===== src/rtl/fetch_unit_if.sv =====
// Instruction-memory read handshake between fetch_unit (master) and the instruction memory (slave).
interface fetch_unit_if;
   logic        imem_req_o;
   logic [31:0] imem_addr_o;
   logic        imem_ack_i;
   logic [31:0] imem_rdata_i;

   modport master (output imem_req_o, output imem_addr_o, input imem_ack_i, input imem_rdata_i);
   modport slave  (input imem_req_o, input imem_addr_o, output imem_ack_i, output imem_rdata_i);
endinterface


===== src/rtl/fetch_unit.sv =====
// Instruction-fetch stage: one outstanding imem read, holds the fetched word until consumed.
// Optional FETCH_STALL_CNT_EN adds stall-cycle and redirect counters.
//
// state   | meaning
// IDLE    | just out of reset, request starts next cycle
// FETCH   | imem_req_o high, waiting for ack at fetch_pc
// DISCARD | request dropped after a redirect, swallowing the stale ack
// HOLD    | valid_o high, waiting for downstream to consume
module fetch_unit #(
   parameter logic [31:0] RESET_PC = 32'h0000_0000
) (
   input  logic        clk,
   input  logic        rst,
   fetch_unit_if.master imem,
   input  logic        pause_i,
   input  logic        redirect_i,
   input  logic [31:0] redirect_pc_i,
   output logic [31:0] pc_o,
   output logic [31:0] inst_o,
   output logic        valid_o,
   output logic        fetch_stall_o
`ifdef FETCH_STALL_CNT_EN
   ,
   output logic [31:0] stall_cnt_o,
   output logic [15:0] redirect_cnt_o
`endif
);

   typedef enum logic [1:0] {IDLE, FETCH, DISCARD, HOLD} state_t;

   state_t      state_q, state_d;
   logic [31:0] fetch_pc_q, fetch_pc_d;
   logic [31:0] pc_q, pc_d;
   logic [31:0] inst_q, inst_d;
   logic        valid_q, valid_d;
   logic [31:0] target;

   assign target = {redirect_pc_i[31:2], 2'b00};

   always_ff @(posedge clk or negedge rst) begin
      if (!rst) begin
         state_q    <= IDLE;
         fetch_pc_q <= RESET_PC;
         pc_q       <= RESET_PC;
         inst_q     <= 32'h0;
         valid_q    <= 1'b0;
      end else begin
         state_q    <= state_d;
         fetch_pc_q <= fetch_pc_d;
         pc_q       <= pc_d;
         inst_q     <= inst_d;
         valid_q    <= valid_d;
      end
   end

   always_comb begin
      state_d    = state_q;
      fetch_pc_d = fetch_pc_q;
      pc_d       = pc_q;
      inst_d     = inst_q;
      valid_d    = valid_q;
      unique case (state_q)
         IDLE: begin
            state_d = FETCH;
            if (redirect_i) fetch_pc_d = target;
         end
         FETCH: begin
            if (imem.imem_ack_i) begin
               if (redirect_i) begin
                  // Redirect wins over the arriving word; a fresh request goes out at the target.
                  fetch_pc_d = target;
               end else begin
                  inst_d     = imem.imem_rdata_i;
                  pc_d       = fetch_pc_q;
                  valid_d    = 1'b1;
                  fetch_pc_d = fetch_pc_q + 32'd4;
                  state_d    = HOLD;
               end
            end else if (redirect_i) begin
               fetch_pc_d = target;
               state_d    = DISCARD;
            end
         end
         DISCARD: begin
            if (redirect_i) fetch_pc_d = target;
            if (imem.imem_ack_i) state_d = FETCH;
         end
         HOLD: begin
            if (redirect_i) begin
               valid_d    = 1'b0;
               fetch_pc_d = target;
               state_d    = FETCH;
            end else if (!pause_i) begin
               valid_d = 1'b0;
               state_d = FETCH;
            end
         end
         default: state_d = IDLE;
      endcase
   end

   assign imem.imem_req_o  = (state_q == FETCH);
   assign imem.imem_addr_o = fetch_pc_q;
   assign pc_o             = pc_q;
   assign inst_o           = inst_q;
   assign valid_o          = valid_q;
   assign fetch_stall_o    = ~valid_q;

`ifdef FETCH_STALL_CNT_EN
   logic [31:0] stall_cnt_q;
   logic [15:0] redirect_cnt_q;

   always_ff @(posedge clk or negedge rst) begin
      if (!rst) begin
         stall_cnt_q    <= 32'h0;
         redirect_cnt_q <= 16'h0;
      end else begin
         if (!valid_q && (stall_cnt_q != 32'hFFFF_FFFF)) stall_cnt_q <= stall_cnt_q + 32'd1;
         if (redirect_i) redirect_cnt_q <= redirect_cnt_q + 16'd1;
      end
   end

   assign stall_cnt_o    = stall_cnt_q;
   assign redirect_cnt_o = redirect_cnt_q;
`endif

endmodule

===== src/flat_wrapper.sv =====
// flat-port wrapper written by rule: the top's interface ports become plain ports
module fetch_unit_flat 
#(
   parameter logic [31:0] RESET_PC = 32'h0000_0000
)
  (clk, rst, pause_i, redirect_i, redirect_pc_i, pc_o, inst_o, valid_o, fetch_stall_o, imem_imem_req_o, imem_imem_addr_o, imem_imem_ack_i, imem_imem_rdata_i);
  fetch_unit_if imem_i ();
  input  logic clk;
  input  logic rst;
  input  logic pause_i;
  input  logic redirect_i;
  input  logic [31:0] redirect_pc_i;
  output logic [31:0] pc_o;
  output logic [31:0] inst_o;
  output logic valid_o;
  output logic fetch_stall_o;
  output wire logic [$bits(imem_i.imem_req_o)-1:0] imem_imem_req_o;
  output wire logic [$bits(imem_i.imem_addr_o)-1:0] imem_imem_addr_o;
  input wire logic [$bits(imem_i.imem_ack_i)-1:0] imem_imem_ack_i;
  input wire logic [$bits(imem_i.imem_rdata_i)-1:0] imem_imem_rdata_i;
  assign imem_imem_req_o = imem_i.imem_req_o;
  assign imem_imem_addr_o = imem_i.imem_addr_o;
  assign imem_i.imem_ack_i = imem_imem_ack_i;
  assign imem_i.imem_rdata_i = imem_imem_rdata_i;
  fetch_unit #(.RESET_PC(RESET_PC)) u_core (.clk(clk), .rst(rst), .imem(imem_i), .pause_i(pause_i), .redirect_i(redirect_i), .redirect_pc_i(redirect_pc_i), .pc_o(pc_o), .inst_o(inst_o), .valid_o(valid_o), .fetch_stall_o(fetch_stall_o));
endmodule

===== config.mk =====
export PLATFORM = sky130hd
export DESIGN_NAME = fetch_unit_flat
export DESIGN_NICKNAME = d
export VERILOG_FILES = /design/src/rtl/fetch_unit_if.sv /design/src/rtl/fetch_unit.sv /design/src/flat_wrapper.sv
export SDC_FILE = /design/constraint.sdc
export NUM_CORES = 1
export LEC_CHECK = 0
export BUFFER_PORTS_ARGS = -buffer_cell sky130_fd_sc_hd__buf_4
export CORE_UTILIZATION = 49
export CTS_BUF_LIST = sky130_fd_sc_hd__clkbuf_16
export CTS_CLUSTER_DIAMETER = 50
export DETAILED_ROUTE_END_ITERATION = 6
export PLACE_DENSITY = 0.8
export SLEW_MARGIN = 20
export SYNTH_ARGS = -nofsm -noshare
export SYNTH_HDL_FRONTEND = slang
export SYNTH_SLANG_ARGS = --single-unit

===== constraint.sdc =====
create_clock -name clk -period 2.7 [get_ports clk]
set_clock_uncertainty 0.15 [all_clocks]
set_input_delay 0.27 -clock clk [delete_from_list [all_inputs] [get_ports clk]]
set_output_delay 0.27 -clock clk [all_outputs]
set_load 0.01 [all_outputs]

-- After elaboration in Yosys (flattened, before gate mapping)
Index checks and enable logic that the tools add are counted.
W data, S select, Z words.
- bits in registers: 99
- word-level logic and storage cells: 39
- output and inout port bits: 99
- input bits: 69
- reduce and logical (&&, ||, !) cells: 6
- eq/ne operators: 9
- bitwise logic cells: 2
- muxes and demuxes: 16
- add/sub/neg operators: 1
- operators by type and width (kind ; number):
    $mux W32 ; 3
    $pmux W32 S2 ; 1
    $add A32 B3 Y32 const B ; 1
    $mux W2 ; 6
    $pmux W2 S4 ; 1
    $reduce_and A4 Y1 ; 2
    $ne A3 B3 Y1 const B ; 2
    $eq A2 B2 Y1 const B ; 2
    $mux W1 ; 4
    $ne A2 B2 Y1 const B ; 2
    $ne A3 B2 Y1 const B ; 1
    $reduce_and A3 Y1 ; 1
    $reduce_or A3 Y1 ; 1
    $eq A2 B1 Y1 const B ; 1
    $logic_not A2 Y1 ; 1
    $ne A2 B1 Y1 const B ; 1
    $not A1 Y1 ; 2
    $pmux W1 S2 ; 1
    $reduce_bool A2 Y1 ; 1

-- Depth between registers and ports, before layout
Gate-level depths: netlist of the first run.
- depth after elaboration: 4
- mapped depth: 6
- gate-level depth less buffers: 6

-- Worst setup path before layout of the first run
Ideal clock, no wire load.
- kind: register -> register
- start: reg u_core.fetch_pc_q[5] (netlist: u_core.imem.imem_addr_o[5])
- end: reg u_core.fetch_pc_q[18] (netlist: u_core.imem.imem_addr_o[18])
- period minus slack after synthesis: 1.957 ns
- path slack: 0.743 ns
- stages on the path, launching flop included: 6
- buffers on the path: 0
- arrival time: 1.683 ns
- path through: dfrtp_1 > nand4_4 > nor4_4 > nand2_1 > xnor2_1 > mux2_2
- cells in the longest elaborated chain, start to end: 4
- ends and longest elaborated chain (item ; RTL line ; text):
    start, declared ; fetch_unit.sv:32 ; logic [31:0] fetch_pc_q, fetch_pc_d;
    start signal, assigned ; fetch_unit.sv:49 ; fetch_pc_q <= fetch_pc_d;
    $add A32 B3 Y32 ; fetch_unit.sv:76 ; fetch_pc_d = fetch_pc_q + 32'd4;
    $mux W32 ; fetch_unit.sv:69 ; if (redirect_i) begin
    $mux W32 ; fetch_unit.sv:68 ; if (imem.imem_ack_i) begin
    $pmux W32 S2 ; fetch_unit.sv:62 ; unique case (state_q)
    named net u_core.fetch_pc_d[18] ; fetch_unit.sv:32 ;
The timed path passes the listed nets, and every way through them passes these cells.
A chain may end at the register's enable or synchronous reset.

-- Worst setup path after layout of the first run
- start: reg u_core.state_q[1]
- end: reg u_core.inst_q[9] (netlist: u_core.inst_o[9])
- cells in the longest elaborated chain, start to end: 2
- ends and longest elaborated chain (item ; RTL line ; text):
    start, declared ; fetch_unit.sv:31 ; state_t state_q, state_d;
    start signal, assigned ; fetch_unit.sv:48 ; state_q <= state_d;
    $eq A2 B1 Y1 ; fetch_unit.sv:62 ;
    $reduce_and A3 Y1 (no line) ; - ;
    end signal, assigned ; fetch_unit.sv:51 ; inst_q <= inst_d;
    end, declared ; fetch_unit.sv:34 ; logic [31:0] inst_q, inst_d;
Every way passes these cells.

==> results.md, run 1 <==
* Clk buf depth at 2
* Per-cell routed wire length at around 16 um
* Placed standard-cell area at between 0.005 and 0.006 mm^2
* DR vias/cell at between 5 and 6
* Rel. slew slack at ~45%
* Hold/Removal Path Class: input pin to flip-flop
* #FFs+latches synth at 99
* Syn-to-layout area delta at 42.1%
* DRC at 0
* H-tree depth at 3
* Design internal power at ~0.0035 W
* Initial Utilization at 51.5%
* Final Setup Violations at 0
* Sequential power share at ~43%
* Drt first pass iters at 4
* Ant. Diodes at 0
* Syn Nets at 420
* Gate power share at 29.2%
* Area of the mapped netlist at 0.00431 mm^2
* RSZ-0062 raised after global routing: false
* Antenna Nets Post-Route at 0
* Via count at 3,283
* Syn Inst Count at 350
* Core ar. at 0.00838 mm^2
* Fin Setup TNS at 0 ns
* Number of global-route vias before repair at 3,266
* Skew-Pair Late Insertion Delay at 0.33 ns
* Yosys warns at 0
* CTS Buf Count at 9
* Critical path capture point type: flip-flop
* Global-route wire length before repair at 15,600 um
* Number of distinct library cells after synthesis at 34
* Worst VDD drop at between 0.0004 and 0.0005 V
* Psw at approximately 0.0014 W
* Clk root buf: clkbuf_16
* Arrival @ worst endpoint at 2.22 ns
* # clock sinks at around 100
* Final Routed Wirelength at 9980 um
* Num rows at 33
* Worst-path cell chain: and4bb_4 > buf_4 > mux2_2
* Syn Area/Cell at 12.3 um^2
* GRT Resource Usage Total at 22.3%
* CTS tree: yes
* Buf+Inv Stages, Crit Path at 1
* GP Congestion at 0.782
* CP top delay family: buffers and inverters
* Die height at 95.8 um
* Max incr delay on CP at ~0.62 ns
* Hold Vio Cnt, Final at 0
* Worst Max-Slew Pin Slew at a little over 0.8 ns
* CP max FO at 64
* Clock power frac at 27.4%
* Max_cap viols at 0
* Worst EP required at about 2.8 ns
* Initial DRC Count at 130
* Setup crit start kind: flip-flop
* Post-route cell area at about 0.0061 mm^2
* Hpwl dp at 6930 um
* Max-slew violation count at 0
* NumNets Final at 602
* Minimum clock period at 2.16 ns
* Post-synthesis sequential area ratio at 57.4%
* Pwr Density at 793 mW/mm^2
* CTS resizes at 0
* Clk slew on worst S/H paths at about 0.07 ns
* P_leak at ~2.8 nW
* Share of cells above drive strength 1 at approximately half
* Port bufs at 165
* Crit path kind: flip-flop to flip-flop
* Status: complete, no violations
* Remaining global-route overflow at 0
* Die Wd at 95.8 um
* Largest net degree at the start of global routing at 65
* Worst path slowest cell: buf_4
* Setup Buffers After CTS at 0
* Number of primary I/O pins at around 170
* Switching share of total power at approximately 28%
* Period utilisation layout at 80.0%
* Initial antenna violation count at 0
* Fmax at 463 MHz
* Die area at 0.00918 mm^2
layout make-up:
class | count | area [um^2]
Timing Repair Buffer | 187 | 1440
Multi-Input combinational cell | 229 | 1750
Tap cell | 105 | 131
Sequential cell | 99 | 2480
Fill cell | 578 | 2250
Clock buffer | 9 | 225
Inverter | 6 | 22.5
Clock inverter | 5 | 80.1
cell families after synthesis:
family / count (synthesis) / synth area share (%)
adder cells (fa/ha/maj): 1 / 0.290
AND/OR/NAND/NOR: 101 / 13.2
AO/OA/AOI/OAI: 35 / 4.32
buffers and inverters: 22 / 2.12
flip-flops: 99 / 57.4
XOR/XNOR: 23 / 4.67
multiplexers: 69 / 17.9
power groups by stage:
stage	Combinational, W	Sequential (W)	Clock [W]
floorplan	0.000457	0.00228	0
global placement	0.00139	0.00211	0
detailed placement	0.00142	0.00214	0
CTS	0.00144	0.00211	0.00135
global route	0.00154	0.00217	0.00142
finish	0.00142	0.00211	0.00133
worst register-to-register path: stages, from the launching register on:
cell      delay, ns
dfrtp_1        0.43
and4bb_4       0.35
buf_4          0.62
mux2_2         0.50
per-stage QoR:
step | hold WS (ns) | utilization (%) | total power [W] | setup WS [ns] | instances
2_1_floorplan | -0.176 | - | 0.00274 | 0.743 | 350
3_3_place_gp | 0.189 | 67.6 | 0.00350 | 0.582 | 610
3_5_place_dp | 0.196 | 67.6 | 0.00356 | 0.535 | 610
4_1_cts | 0.000409 | 73.1 | 0.00491 | 0.535 | 640
5_1_grt | 0.00237 | 73.1 | 0.00513 | 0.387 | 640
6_report | 0.00509 | 73.1 | 0.00486 | 0.540 | 640
synthesized netlist by cell type (all sizes together):
cell type	n	area (um^2)
mux2	66	743
and4	3	26.3
dfrtp	99	2480
nor4b	1	15.0
xnor2	11	96.3
nor4	3	48.8
o31a	1	8.76
nand2b	1	6.26
a221o	1	10.0
inv	6	22.5
or3	2	12.5
nor3b	1	7.51
nand3b	2	15.0
clkbuf	9	33.8
nand4	12	90.1
a21oi	4	20.0
buf	7	35.0
nor2	8	30.0
and3	4	25.0
mux2i	3	30.0
nand2	39	146
nand3	11	55.1
ha	1	12.5
nor2b	6	37.5
or2	3	18.8
o211ai	1	7.51
and4bb	1	12.5
nor3	3	15.0
xor2	12	105
o21ai	28	140
and3b	1	8.76
sequential cells by signal, summed over array words and instances, names as in the netlist:
signal	cells
u_core.inst_o	32
u_core.valid_o	1
u_core.state_q	2
u_core.pc_o	32
u_core.imem.imem_addr_o	32
final timing paths:
kind / from / end / slack (ns) / cells past startpoint
worst max-delay path: u_core.state_q[1] / u_core.inst_o[9] / 0.54 / 3
worst min-delay path: redirect_pc_i[7] / u_core.imem.imem_addr_o[7] / 0.005 / 3
worst max register to register: u_core.state_q[1] / u_core.inst_o[9] / 0.54 / 3
worst min register to register: u_core.pc_o[15] / u_core.pc_o[15] / 0.36 / 1
max in group asynchronous: rst / u_core.pc_o[15] / 1.15 / 3
min in group asynchronous: rst / u_core.pc_o[13] / 0.36 / 2
layout by cell type, fill, tap and decap left out, types with 6 or more instances in the layout:
cell type	instances
nor2b_1	6
nand2_1	39
o21ai_0	22
xor2_1	12
buf_4	171
dfrtp_1	99
o21ai_1	6
inv_1	6
mux2_2	66
dlygate4sd3_1	16
nand4_1	11
nor2_1	8
xnor2_1	11
clkbuf_16	9
nand3_1	11
metal layers:
layer	GRT usage [%]	share of wire [%]
met1	27.7	42
met2	37.0	49
met3	6.56	6.7
met4	7.96	1.9
met5	0	0
timing repair:
item | 4_1_cts | 5_1_grt
setup endpoints to repair | 0 | 0
hold buffers | 16 | 0
endpoints found under the hold margin | 64 | 0
Power figures use the tool's default switching activity.
==> run 2: changes to the inputs <==
--- a/config.mk
+++ b/config.mk
@@ -5,12 +5,13 @@
 export SDC_FILE = /design/constraint.sdc
 export NUM_CORES = 1
 export LEC_CHECK = 0
+export ABC_AREA = 1
 export BUFFER_PORTS_ARGS = -buffer_cell sky130_fd_sc_hd__buf_4
-export CORE_UTILIZATION = 49
+export CORE_UTILIZATION = 45
 export CTS_BUF_LIST = sky130_fd_sc_hd__clkbuf_16
 export CTS_CLUSTER_DIAMETER = 50
 export DETAILED_ROUTE_END_ITERATION = 6
-export PLACE_DENSITY = 0.8
+export PLACE_DENSITY = 0.76
 export SLEW_MARGIN = 20
 export SYNTH_ARGS = -nofsm -noshare
 export SYNTH_HDL_FRONTEND = slang
==> constraint.sdc (replaced) <==
create_clock -name clk -period 1.8 [get_ports clk]
set_clock_uncertainty 0.15 [all_clocks]
set_input_delay 0.18 -clock clk [delete_from_list [all_inputs] [get_ports clk]]
set_output_delay 0.18 -clock clk [all_outputs]
set_load 0.01 [all_outputs]
==> results.md, run 2 <==
* Status: complete, no violations
* GRT Resource Usage Total at 27.3%
* Crit path kind: flip-flop to flip-flop
* Die height at around 110 um
* Clk buf depth at 2
* Clk root buf: clkbuf_16
* Share of cells above drive strength 1 at around 29%
* Hold/Removal Path Class: input pin to flip-flop
* CP max FO at 7
* Via count at 5,094
* Skew-Pair Late Insertion Delay at 0.34 ns
* Worst Max-Slew Pin Slew at between 0.5 and 0.6 ns
* Port bufs at between 150 and 200
* RSZ-0062 raised after global routing: true
* Number of primary I/O pins at roughly 170
* GP Congestion at 0.931
* Most frequent cells in the layout: 234 x nand2_1, 193 x buf_4, 99 x dfrtp_1
* Top post-synthesis cells by area: dfrtp_1 51%, nand2_1 18%, nor2_1 5.1%, nand3_1 3.9%, inv_1 3.5%
* Max-slew violation count at 0
* Syn-to-layout area delta at 54.5%
* Number of flops mapped to enable cells by yosys at 0
* Post-synth top area share at 51.4%
* Num rows at 37
* Sequential power share at 37.9%
* Post-synthesis sequential area ratio at 51.4%
* Per-cell routed wire length at around 15 um
* Die area at 0.0111 mm^2
* Syn Inst Count at 623
* Pwr Density at 1270 mW/mm^2
* Fin util at 71.7%
* Period utilisation layout at a little under 100%
* Initial antenna violation count at 0
* Worst VDD drop at 0.000700 V
* Setup crit start kind: flip-flop
* Hpwl dp at 10,100 um
* Clk slew on worst S/H paths at roughly 0.070 ns
* #FFs+latches synth at 99
* Design internal power at 0.00608 W
* Number of global-route vias before repair at 4,966
* NumNets Final at 940
* Final Routed Wirelength at 14,800 um
* Initial Utilization at between 40% and 50%
* Fmax at 575 MHz
* Final Setup Violations at 0
* Psw at 0.00334 W
* Number of distinct library cells after synthesis at 36
* CTS tree: yes
* Syn Area/Cell at 7.73 um^2
* Switching share of total power at 35.4%
* Synth area leader: dfrtp_1
* Die Wd at 105 um
* Clock power frac at about 22%
* Core ar. at 0.0104 mm^2
* Area of the mapped netlist at ~0.0048 mm^2
* Remaining global-route overflow at 0
* Rel. slew slack at 65.5%
* # clock sinks at 99
* Yosys warns at 0
* Dominant synthesized flop cell: dfrtp_1
* Largest net degree at the start of global routing at 50
* Gate power share at about 40%
* Antenna Nets Post-Route at 0
* Max_cap viols at 0
* Placed standard-cell area at approximately 0.0063 mm^2
* Initial DRC Count at approximately 600
* DRC at 0
* Most common cell after layout, fill and taps aside: nand2_1
* Post-synth ARST share at 100%
* Critical path capture point type: flip-flop
* Worst EP required at ~1.9 ns
* Arrival @ worst endpoint at 1.81 ns
* Drt first pass iters at 6
* Minimum clock period at 1.74 ns
* DR vias/cell at 5.04
* Global-route wire length before repair at between 20,000 and 25,000 um
* Hold slack at roughly 0.029 ns
* CTS Buf Count at 9
* Hold Vio Cnt, Final at 0
* P_leak at between 3 and 4 nW
* Syn Nets at 693
* H-tree depth at 3
* Ant. Diodes at 0
* Setup slack, reg-to-reg at 0.06 ns
* Post-route cell area at 0.00744 mm^2
* Total power at 0.00942 W
* Post-synth top cells: 236 x nand2_1, 99 x dfrtp_1, 66 x nor2_1, 45 x inv_1, 38 x nand3_1
* Count leader, synth: nand2_1
## run 2: cell types whose count changed after synthesis, sizes merged, moves of 4 or more
cell | before | now
buf | 7 | 21
nor3 | 3 | 7
nor2b | 6 | 0
nor2 | 8 | 76
nand2 | 39 | 243
and3 | 4 | 0
clkbuf | 9 | 3
o21ai | 28 | 38
xnor2 | 11 | 0
inv | 6 | 54
a21oi | 4 | 12
mux2 | 66 | 0
xor2 | 12 | 6
nand3 | 11 | 41
## run 2: cell families after synthesis
family,after synthesis,synth area share (%)
buffers and inverters,78,6.73
flip-flops,99,51.4
AND/OR/NAND/NOR,380,33.9
AO/OA/AOI/OAI,59,6.63
XOR/XNOR,6,1.09
adder cells (fa/ha/maj),1,0.260
## run 2: per-layer routing
metal / GRT usage [%] / part of all wire (%)
met2: 47.2 / 49
met3: 4.45 / 6.0
met4: 8.75 / 2.1
met5: 0 / 0
met1: 34.9 / 43
## run 2: repair_timing
| item | CTS | global route |
|---|---|---|
| resized for setup | 2 | 14 |
| pin swaps | 1 | 9 |
| setup endpoints to repair | 6 | 44 |
| buffers inserted | 0 | 10 |
| hold buffers | 61 | 0 |
| endpoints found under the hold margin | 147 | 0 |
## run 2: path summary, 6_finish.rpt
check,startpoint,end,cells past startpoint
max in group asynchronous,rst,u_core.inst_o[4],3
min,redirect_pc_i[25],u_core.imem.imem_addr_o[25],5
max,u_core.state_q[1],u_core.imem.imem_addr_o[27],9
min reg2reg,u_core.inst_o[3],u_core.inst_o[3],2
min in group asynchronous,rst,u_core.imem.imem_addr_o[30],2
max reg2reg,u_core.state_q[1],u_core.imem.imem_addr_o[27],9
## run 2: critical path, cell delays in order (launching register included)
cell	delay (ns)
dfrtp_1	0.41
inv_2	0.08
nand2_2	0.07
nor2_4	0.14
buf_12	0.14
inv_4	0.07
nor3_4	0.31
nand3b_1	0.12
nand2_1	0.07
nand3_1	0.06
## run 2: metrics by stage
stage / setup slack [ns] / TNS, ns / cells
floorplan: 0.123 / 0 / 623
CTS: -0.00652 / -0.00652 / 1001
finish: 0.0604 / 0 / 1011
global route: -0.0334 / -0.109 / 1011
detailed placement: -0.0315 / -0.0688 / 924
global placement: 0.0127 / 0 / 924
## run 2: power by group through the flow
stage                     registers (W)  clock network [W]  logic (W)
final                           0.00357            0.00208    0.00377
after global routing            0.00367            0.00220    0.00413
after CTS                       0.00356            0.00212    0.00362
after detailed placement        0.00360                  0    0.00349
after global placement          0.00356                  0    0.00341
after floorplan                 0.00389                  0    0.00127
## run 2: final cells by class
cell class	instances	area (um^2)
clock buffer	9	225
clock inverter	7	98.8
fill	784	2930
inverter	54	205
multi-input combinational	446	2080
sequential	99	2480
tap	136	170
timing repair buffer	260	2180
